==> config.mk <==
export PLATFORM = sky130hd
export DESIGN_NAME = bus_arbiter_rr4
export DESIGN_NICKNAME = d
export VERILOG_FILES = /design/src/rtl/bus_arbiter_rr4.sv
export SDC_FILE = /design/constraint.sdc
export NUM_CORES = 1
export LEC_CHECK = 0
export CAP_MARGIN = 25
export CORE_UTILIZATION = 30
export DETAILED_ROUTE_END_ITERATION = 8
export PLACE_DENSITY = 0.54
export SYNTH_ARGS = -nofsm -noshare
export SYNTH_HDL_FRONTEND = slang
export SYNTH_SLANG_ARGS = --single-unit
==> constraint.sdc <==
create_clock -name sysclk -period 2.2 [get_ports sysclk]
set_input_delay 0.22 -clock sysclk [delete_from_list [all_inputs] [get_ports sysclk]]
set_output_delay 0.22 -clock sysclk [all_outputs]
set_load 0.03 [all_outputs]
==> src/rtl/bus_arbiter_rr4.sv <==
// Four-way round-robin bus arbiter with registered one-hot grant, a one-cycle dead
// turnaround between owners, and an optional hold-timeout that preempts a hogging owner.
module bus_arbiter_rr4 #(
    parameter logic [3:0]  BubblesMask = 4'b0000,
    parameter int unsigned MAX_HOLD    = 16,
    parameter int unsigned CNT_W       = 8
) (
    input  logic       sysclk,
    input  logic       reset,
    input  logic [3:0] req,
    output logic [3:0] gnt,
    output logic       gnt_valid,
    output logic [1:0] gnt_id,
    output logic       idle,
    output logic       timeout
);

    typedef enum logic [1:0] {
        ST_IDLE  = 2'd0,
        ST_GRANT = 2'd1,
        ST_TURN  = 2'd2
    } state_t;

    localparam bit TIMEOUT_EN = (MAX_HOLD != 0);
    localparam logic [CNT_W-1:0] HOLD_LAST = TIMEOUT_EN ? CNT_W'(MAX_HOLD - 1) : {CNT_W{1'b0}};

    // Search last+1, last+2, ... (mod 4); bit 2 of the result flags that a winner exists.
    function automatic logic [2:0] rr_pick(input logic [3:0] r, input logic [1:0] last);
        logic       found;
        logic [1:0] win;
        logic [1:0] cand;
        found = 1'b0;
        win   = 2'd0;
        for (int i = 1; i <= 4; i++) begin
            cand = last + 2'(i);
            if (!found && r[cand]) begin
                found = 1'b1;
                win   = cand;
            end
        end
        return {found, win};
    endfunction

    state_t           state_r, state_n;
    logic [CNT_W-1:0] hold_cnt_r, hold_cnt_n;
    logic [1:0]       last_r, last_n;
    logic [3:0]       gnt_n;
    logic [1:0]       gnt_id_n;
    logic             timeout_n;

    logic [3:0] eff_req_s;
    logic [2:0] pick_s;
    logic       pick_found_s;
    logic [1:0] pick_idx_s;
    logic       owner_req_s;
    logic       others_s;
    logic       preempt_s;

    assign eff_req_s    = req ^ BubblesMask;
    assign idle         = ~(eff_req_s[0] | eff_req_s[1] | eff_req_s[2] | eff_req_s[3]);
    assign pick_s       = rr_pick(eff_req_s, last_r);
    assign pick_found_s = pick_s[2];
    assign pick_idx_s   = pick_s[1:0];
    // While in GRANT, gnt_id names the owner and gnt masks it out of the contenders.
    assign owner_req_s  = eff_req_s[gnt_id];
    assign others_s     = |(eff_req_s & ~gnt);
    assign preempt_s    = TIMEOUT_EN && (hold_cnt_r == HOLD_LAST) && others_s;

    // State, counters and all registered outputs.
    always_ff @(posedge sysclk or posedge reset) begin
        if (reset) begin
            state_r    <= ST_IDLE;
            hold_cnt_r <= {CNT_W{1'b0}};
            last_r     <= 2'd3;
            gnt        <= 4'b0000;
            gnt_valid  <= 1'b0;
            gnt_id     <= 2'd0;
            timeout    <= 1'b0;
        end else begin
            state_r    <= state_n;
            hold_cnt_r <= hold_cnt_n;
            last_r     <= last_n;
            gnt        <= gnt_n;
            gnt_valid  <= |gnt_n;
            gnt_id     <= gnt_id_n;
            timeout    <= timeout_n;
        end
    end

    // Next-state, hold counter and round-robin pointer.
    always_comb begin
        state_n    = state_r;
        hold_cnt_n = hold_cnt_r;
        last_n     = last_r;
        case (state_r)
            ST_IDLE, ST_TURN: begin
                if (pick_found_s) begin
                    state_n    = ST_GRANT;
                    hold_cnt_n = {CNT_W{1'b0}};
                    last_n     = pick_idx_s;
                end else begin
                    state_n    = ST_IDLE;
                end
            end
            ST_GRANT: begin
                if (!owner_req_s || preempt_s) begin
                    state_n = ST_TURN;
                end else if (TIMEOUT_EN && (hold_cnt_r != HOLD_LAST)) begin
                    hold_cnt_n = hold_cnt_r + CNT_W'(1);
                end else begin
                    hold_cnt_n = hold_cnt_r;
                end
            end
            default: begin
                state_n    = ST_IDLE;
                hold_cnt_n = {CNT_W{1'b0}};
            end
        endcase
    end

    // Next values of the registered grant outputs.
    always_comb begin
        gnt_n     = 4'b0000;
        gnt_id_n  = gnt_id;
        timeout_n = 1'b0;
        case (state_r)
            ST_IDLE, ST_TURN: begin
                if (pick_found_s) begin
                    gnt_n    = 4'b0001 << pick_idx_s;
                    gnt_id_n = pick_idx_s;
                end else begin
                    gnt_n    = 4'b0000;
                end
            end
            ST_GRANT: begin
                if (!owner_req_s) begin
                    gnt_n = 4'b0000;
                end else if (preempt_s) begin
                    gnt_n     = 4'b0000;
                    timeout_n = 1'b1;
                end else begin
                    gnt_n = gnt;
                end
            end
            default: begin
                gnt_n = 4'b0000;
            end
        endcase
    end

endmodule

Yosys cells after proc, flatten, opt, wreduce, memory -nomap -nowiden

Index checks and enable logic that the tools add are counted.

Flip-flop bits (word level): 20
Latch bits: 0
RAM bits: 0
Memory bits (read-only): 0
Input port bits: 6
Output and inout port bits: 9
Logic and storage cells: 78
Memories: 0

Add/sub/neg operators: 4
$mul: 0
Div/mod/pow operators: 0
$lt $le $gt $ge: 5
Equal/unequal tests: 8
Shift operators: 1
Mux-type cells: 32
Bitwise gates (word level): 6
Reductions and logical operators: 15

Operators by type and width:

| kind                  | number |
|---|---|
| $mux W8               | 3 |
| $pmux W8 S2           | 1 |
| $lt A2 B3 Y1 const B  | 5 |
| $mux W1               | 13 |
| $mux W4               | 3 |
| $bmux W1 S2           | 5 |
| $mux W2               | 5 |
| $add A8 B1 Y8 const B | 1 |
| $eq A8 B4 Y1 const B  | 1 |
| $ne A2 B2 Y1 const B  | 4 |
| $ne A8 B4 Y1 const B  | 1 |
| $pmux W4 S2           | 1 |
| $reduce_or A4 Y1      | 2 |
| $add A2 B2 Y2 const B | 2 |
| $and A4 B4 Y4         | 1 |
| $logic_and A1 B1 Y1   | 4 |
| $logic_not A1 Y1      | 4 |
| $not A4 Y4            | 1 |
| $pmux W2 S2           | 1 |
| $shl A1 B2 Y4 const A | 1 |
| $or A1 B1 Y1          | 3 |
| $reduce_and A3 Y1     | 1 |
| $add A2 B1 Y2 const B | 1 |
| $eq A2 B1 Y1 const B  | 1 |
| other kinds (6)       | 6 |

Logic depth before layout (Yosys ltp)

Gate-level depths: netlist of run 1.

Depth after elaboration: 17
Gate-level depth with buffers: 5
Mapped depth without buffers: 5

Least setup slack after synthesis of run 1

No wires, ideal clock.

Kind: register to register
Start point: reg gnt_id[1]
End point: reg gnt[0]
Setup time: 121 ps
Arrival: 1578 ps
Data required time: 2079 ps
Slack: 501 ps
Cell stages (with the launch flop): 5
Buffers on the path: 0
Period minus slack after synthesis: 1699 ps
Cells stage by stage: dfrtp_1 mux4_2 nand2_2 a21oi_4 a22o_1

Longest elaborated chain between the ends: 4

Ends and longest elaborated chain:

| what                          | line | source |
|---|---|---|
| from (decl)                   | 13   | `output logic [1:0] gnt_id,` |
| from (signal assigned)        | 85   | `gnt_id <= gnt_id_n;` |
| $bmux W1 S2                   | 65   | `assign owner_req_s = eff_req_s[gnt_id];` |
| $mux W1 (not written as such) | 65   |  |
| $mux W4                       | 136  | `if (!owner_req_s) begin` |
| $pmux W4 S2                   | 126  | `case (state_r)` |
| net gnt_n[0]                  | 47   | `logic [3:0] gnt_n;` |
| to (signal assigned)          | 83   | `gnt <= gnt_n;` |
| to (decl)                     | 11   | `output logic [3:0] gnt,` |

The timed path passes the listed nets, and every way through them passes these cells. The select of a mux whose other input is x is not followed.
A chain may end at the register's enable or synchronous reset.

Worst setup path after layout of run 1

Start point: in req[0]
End point: out idle

Longest elaborated chain between the ends: 4

Ends and longest elaborated chain:

| what                      | line | source |
|---|---|---|
| from (decl)               | 10   | `input logic [3:0] req,` |
| $or A1 B1 Y1 (3 in a row) | 60   | `assign idle = ~(eff_req_s[0] \| eff_req_s[1] \| eff_req_s[2] \| eff_req_s[3]);` |
| $not A1 Y1                | 60   |  |
| to (decl)                 | 14   | `output logic idle,` |

No other way between the ends.

==> results of run 1 <==
## flip-flops by register name (all words and copies together), names as in the netlist
signal,cells
gnt,4
gnt_id,2
gnt_valid,1
hold_cnt_r,8
last_r,2
state_r,2
timeout,1
## worst min-delay path by stage
stage / start / to
global route: reset / hold_cnt_r[7]
CTS: reset / hold_cnt_r[6]
global placement: state_r[1] / hold_cnt_r[0]
floorplan: reset / gnt[0]
detailed placement: state_r[1] / hold_cnt_r[0]
finish: reset / hold_cnt_r[6]
## layer usage
metal  vias to the layer above  track usage  wire length, um
li1                        422            -                -
met1                       425       0.1653             1118
met2                        14       0.2160             1086
met3                         2      0.04197               83
met4                         0      0.02616               10
met5                         -            0                0
## layout by cell type, fill, tap and decap left out, drive strengths merged, types with 2 or more instances in the layout
master	instances
o2bb2ai	2
nand2b	4
dfstp	2
o211ai	3
a21o	3
nand4	2
inv	4
or4	3
or2b	3
o2111ai	2
a21oi	6
clkdlybuf4s50	13
clkbuf	4
nand2	8
and3	3
dfrtp	18
a22o	2
nor2	10
xor2	3
nand3	6
o21ai	7
a211oi	2
## cell type report
cell class / instances / area (um2) / share of cell area
timing repair buffer: 14 / 137.6 / 0.1056
inverter: 4 / 15.01 / 0.01152
tap: 46 / 57.56 / 0.04415
clock buffer: 4 / 26.28 / 0.02015
sequential: 20 / 503.0 / 0.3858
multi-input combinational: 80 / 564.3 / 0.4328
## cell families after synthesis
kind of cell,share of synthesized area
compound gates,0.2255
xor+xnor,0.02392
simple gates,0.2324
buf+inv,0.02846
flops,0.4579
fa+ha+maj,0.01139
mux,0.02050
## stage by stage
stage	cells	power, W	util
after floorplan	106	0.001096	-
after global placement	164	0.001331	0.3740
after detailed placement	164	0.001337	0.3740
after CTS	168	0.001531	0.3817
after global routing	168	0.001630	0.3817
final	168	0.001522	0.3817
## power by group through the flow
stage	Sequential, W	Combinational [W]	Clock, W
2_1_floorplan	0.000694	0.000402	0
3_3_place_gp	0.000618	0.000712	0
3_5_place_dp	0.000618	0.000719	0
4_1_cts	0.000611	0.000724	0.000196
5_1_grt	0.000632	0.000787	0.000211
6_report	0.000611	0.000721	0.000190
==> results.ini, run 1 <==
[global_routing]
antenna_found_initial=0
grt_overflow=0
grt_usage=0.1302
grt_max_degree=21
grt_pass1_wl_um=3967
grt_pass1_vias=826

[cts]
cts-root-buf=clkbuf_4
postCtsSetupRepairBufs=0
cts.sinks=20
clk_pin_slew_worst_paths_ps=120
cts-resized-gates=0
hold_buffers=0
cts_buffers=3
ctsLongestPathBuffers=2
cts_tree=done
insertion_delay_ps=300
h-tree-depth=1

[logic_synthesis]
syn_inst=106
async_flop_share=1.000
yosys-top-cells-area=dfrtp_1 (41%), dfstp_2 (4.8%), nand3_1 (2.7%)
synth_top_area_cell=dfrtp_1
netlist_area_um2=1099
synth-edff-count=0
yosysWarnings=0
yosysTopAreaCellShare=0.4100
seq_area_frac_synth=0.4579
ys.flop_type=dfrtp_1
synth_cell_type_count=45
yosysMostFrequentCell=dfrtp_1
synth_seq_cells=20
yosys-top-cells-count=dfrtp_1 (18), nor2_1 (8), nand2_1 (7), nand3_1 (6), o21ai_0 (6)
synth_nets=113
avgSynthCellArea_um2=10.36

[power]
sequentialPowerShare=0.401
clockPowerShare=0.125
power.leakage_nw=0.5509
switching_share=0.4323
ir_worst_vdd_uv=561.7
p_comb_frac=0.474
p_int_w=0.0008642
netSwitchingPower_w=0.0006581
power_density_nw_per_um2=1168

[setup_path]
critPathArrivalTime_ps=1570
cp_top_family=buffers and inverters
rr_endpoint=hold_cnt_r[7]
path_depth=4
endpoint_kind=output pin
cp.required_ps=1980
cp_cell_sequence=clkdlybuf4s50_1 -> or4_4 -> inv_2 -> buf_4
max_stage_delay_ps=580
cp_num_buf_inv=3
cp-startpoint=req[0]
rr_worst_depth=5
cp_slowest_cell=or4_4
rrSetupSlack_ps=540
path_class=in -> out
endpoint=idle
reg2reg_from=hold_cnt_r[0]
crit_fanout=6
critPathLaunchType=input pin

[sta]
rsz0062_at_grt=false
fin_skew_ps=4.882
worstMarginPinSlew_ps=774.4
slew_violations=0
tns_ps=0
final_hold_viol_count=0
clock.fmax_mhz=557.2
min_period_ps=1795
min_period_over_period=0.8158
relSlewSlack=0.4831
setup_ws_ps=405.2
fin_hold_ws_ps=338.5
setup_violations=0

[route]
num_vias=863
post_drt_wl_per_cell_um=13.68
detail-route-antenna-nets=0
drtIter0Drc=16
finalWirelength_um=2299
drc_errors=0
viasPerCell=5.137
dr.pass1.iters=4

[cells_and_area]
fillers=361
n_antenna_cell=0
design_area_um2=1304
layout-drive-gt1-share=0.1721
nets=130
syn2layout_area_growth_pct=18.68

[floorplanning]
num_io_pins=15
fp.dieH_um=62.52
die-area_um2=3908
placementRows=21
start_util=0.3216
core-area_um2=3416
die_w_um=62.52

[placement]
pre_cts_slack_ps=217.4
post-dp-hpwl_um=1691
numPortBuffers=14
dpl_cell_area_um2=1277
gp_congestion=0.7857

[flow_run]
maxCapViolCount=0

[min_path]
hp-class=in -> async

[run_status]
status=complete, no violations

No activity file was read; power rests on OpenSTA's default activity.
==> run 2, diff against run 1 <==
Clock period 2.2 ns to 1.7 ns, I/O delays scaled along.
==> results.ini, run 2 (synthesized netlist as in run 1, its figures left out) <==
[run_status]
status=complete, no violations

[global_routing]
grt_usage=0.1392  ; +0.008977
grt_pass1_wl_um=4402  ; +11%
grt_overflow=0  ; unchanged
grt_max_degree=21  ; unchanged
antenna_found_initial=0  ; unchanged
grt_pass1_vias=992  ; +20%

[min_path]
hp-class=in -> async

[floorplanning]
die-area_um2=3908  ; unchanged
placementRows=21  ; unchanged
die_w_um=62.52  ; unchanged
num_io_pins=15  ; unchanged
fp.dieH_um=62.52  ; unchanged
start_util=0.3216  ; unchanged
core-area_um2=3416  ; unchanged

[route]
post_drt_wl_per_cell_um=13.03  ; -4.8%
drtIter0Drc=24  ; +8
viasPerCell=5.130  ; -0.14%
finalWirelength_um=2411  ; +4.9%
drc_errors=0  ; unchanged
dr.pass1.iters=4  ; unchanged
detail-route-antenna-nets=0  ; unchanged
num_vias=949  ; +10%

[placement]
dpl_cell_area_um2=1383  ; +8.2%
numPlacedInstances=178  ; +8.5%
post-dp-hpwl_um=1844  ; +9.0%
numPortBuffers=14  ; unchanged
gp_congestion=0.7872  ; +0.19%

[setup_path]
endpoint_kind=flop
rrSetupSlack_ps=50  ; -490 ps
rr_worst_depth=5  ; unchanged
cp_cell_sequence=mux4_2 -> buf_4 -> o211ai_2 -> xor2_1 -> nor2_1
critPathArrivalTime_ps=1820  ; +250 ps
rr_endpoint=hold_cnt_r[3]
cp_top_family=multiplexers
path_class=reg -> reg
cp_slowest_cell=mux4_2
critPathLaunchType=flop
max_stage_delay_ps=640  ; +60 ps
cp_num_buf_inv=1  ; -2
crit_fanout=8  ; +2
cp.required_ps=1880  ; -100 ps
reg2reg_from=gnt_id[1]

[cells_and_area]
design_area_um2=1439  ; +10%
seqCellArea_um2=503.0  ; unchanged
final_cell_mix=dfrtp_1 (18), buf_4 (18), clkdlybuf4s50_1 (10), nor2_1 (8), nand2_1 (7)
reg.largest.list=hold_cnt_r x8, gnt x4
fillers=365  ; +1.1%
largest_reg_flops=8  ; unchanged
n_antenna_cell=0  ; unchanged
finish.utilization=0.4212  ; +0.03956
multiInputGateArea_um2=564.3  ; unchanged
regMostFlops=hold_cnt_r
fin_cells=185  ; +10%
nets=147  ; +13%
syn2layout_area_growth_pct=30.98
layout-drive-gt1-share=0.2734  ; +0.1013

[sta]
setup_violations=0  ; unchanged
slew_violations=0  ; unchanged
final_hold_viol_count=0  ; unchanged
min_period_over_period=0.9677
clock.fmax_mhz=607.8
relSlewSlack=0.7517  ; +0.2686
fin_skew_ps=10.56  ; +5.678 ps
tns_ps=0  ; unchanged
worstMarginPinSlew_ps=370.2  ; -404.2 ps
min_period_ps=1645

[cts]
clk_pin_slew_worst_paths_ps=110  ; about the same
cts_tree=done
h-tree-depth=1  ; unchanged
ctsLongestPathBuffers=2  ; unchanged
cts.sinks=20  ; unchanged
cts-root-buf=clkbuf_4
insertion_delay_ps=300  ; about the same
cts_buffers=3  ; unchanged

[power]
ir_worst_vdd_uv=651.8  ; +16%
total_power_w=0.002102  ; +38%
power.leakage_nw=0.6598  ; +20%
power_density_nw_per_um2=1461  ; +25%

[flow_run]
maxCapViolCount=0  ; unchanged

==> run 2: cell count changes in the layout (fill, tap and decap cells not counted) <==
| cell | previous run | this run |
|---|---|---|
| clkdlybuf4s50_1 | 13 | 10 |
| dlymetal6s2s_1 | 0 | 3 |
| buf_4 | 1 | 18 |
==> run 2: area by class of cell <==
class / count / share of cell area
Tap cell: 46 / 0.04000
Sequential cell: 20 / 0.3496
Clock buffer: 4 / 0.01826
Timing Repair Buffer: 31 / 0.1896
Multi-Input combinational cell: 80 / 0.3922
Inverter: 4 / 0.01043
==> run 2: worst reg2reg max path, delay by kind of cell, from the launching register on <==
family	cells	cell delay [ps]
AOI/OAI and AO/OA	1	50
xor gates and xnor gates	1	160
buffers and inverters	1	190
DFF	1	430
muxes	1	650
and+or+nand+nor	1	60
==> run 2: stage by stage <==
| step | hold slack [ps] | setup slack, ps |
|---|---|---|
| 4_1_cts | 190.7 | 8.632 |
| 5_1_grt | 187.6 | -10.61 |
| 3_3_place_gp | 471.0 | -134.2 |
| 2_1_floorplan | 132.3 | 0.9206 |
| 6_report | 182.4 | 54.84 |
| 3_5_place_dp | 468.6 | -171.3 |
==> run 2: repair_timing <==
action / 4_1_cts / 5_1_grt
setup endpoints to repair: 1 / 2
hold buffers: 0 / 0
pin swaps: 1 / 0
resized for setup: 0 / 3
buffers inserted: 1 / 2
==> run 2: worst max-delay path by stage <==
stage | startpoint | end | depth (start not counted)
5_1_grt | gnt_id[1] | hold_cnt_r[4] | 4
3_3_place_gp | req[1] | gnt[0] | 6
2_1_floorplan | gnt_id[1] | gnt[0] | 4
6_report | gnt_id[1] | hold_cnt_r[3] | 5
3_5_place_dp | req[1] | gnt[0] | 6
4_1_cts | req[2] | idle | 5
==> run 2: layer usage <==
layer  wire, um  global-route usage  part of all wire
met3         47             0.01642             0.019
met2       1207              0.2378              0.50
met4         30             0.06105             0.012
met5          0                   0                 0
met1       1125              0.1755              0.47
==> run 2: where the power goes <==
group / switching [W] / total, W / internal, W
Combinational: 0.000597 / 0.00110 / 0.000508
Sequential: 0.000129 / 0.000767 / 0.000639
Clock: 0.000138 / 0.000230 / 0.0000913
Total: 0.000864 / 0.00210 / 0.00124
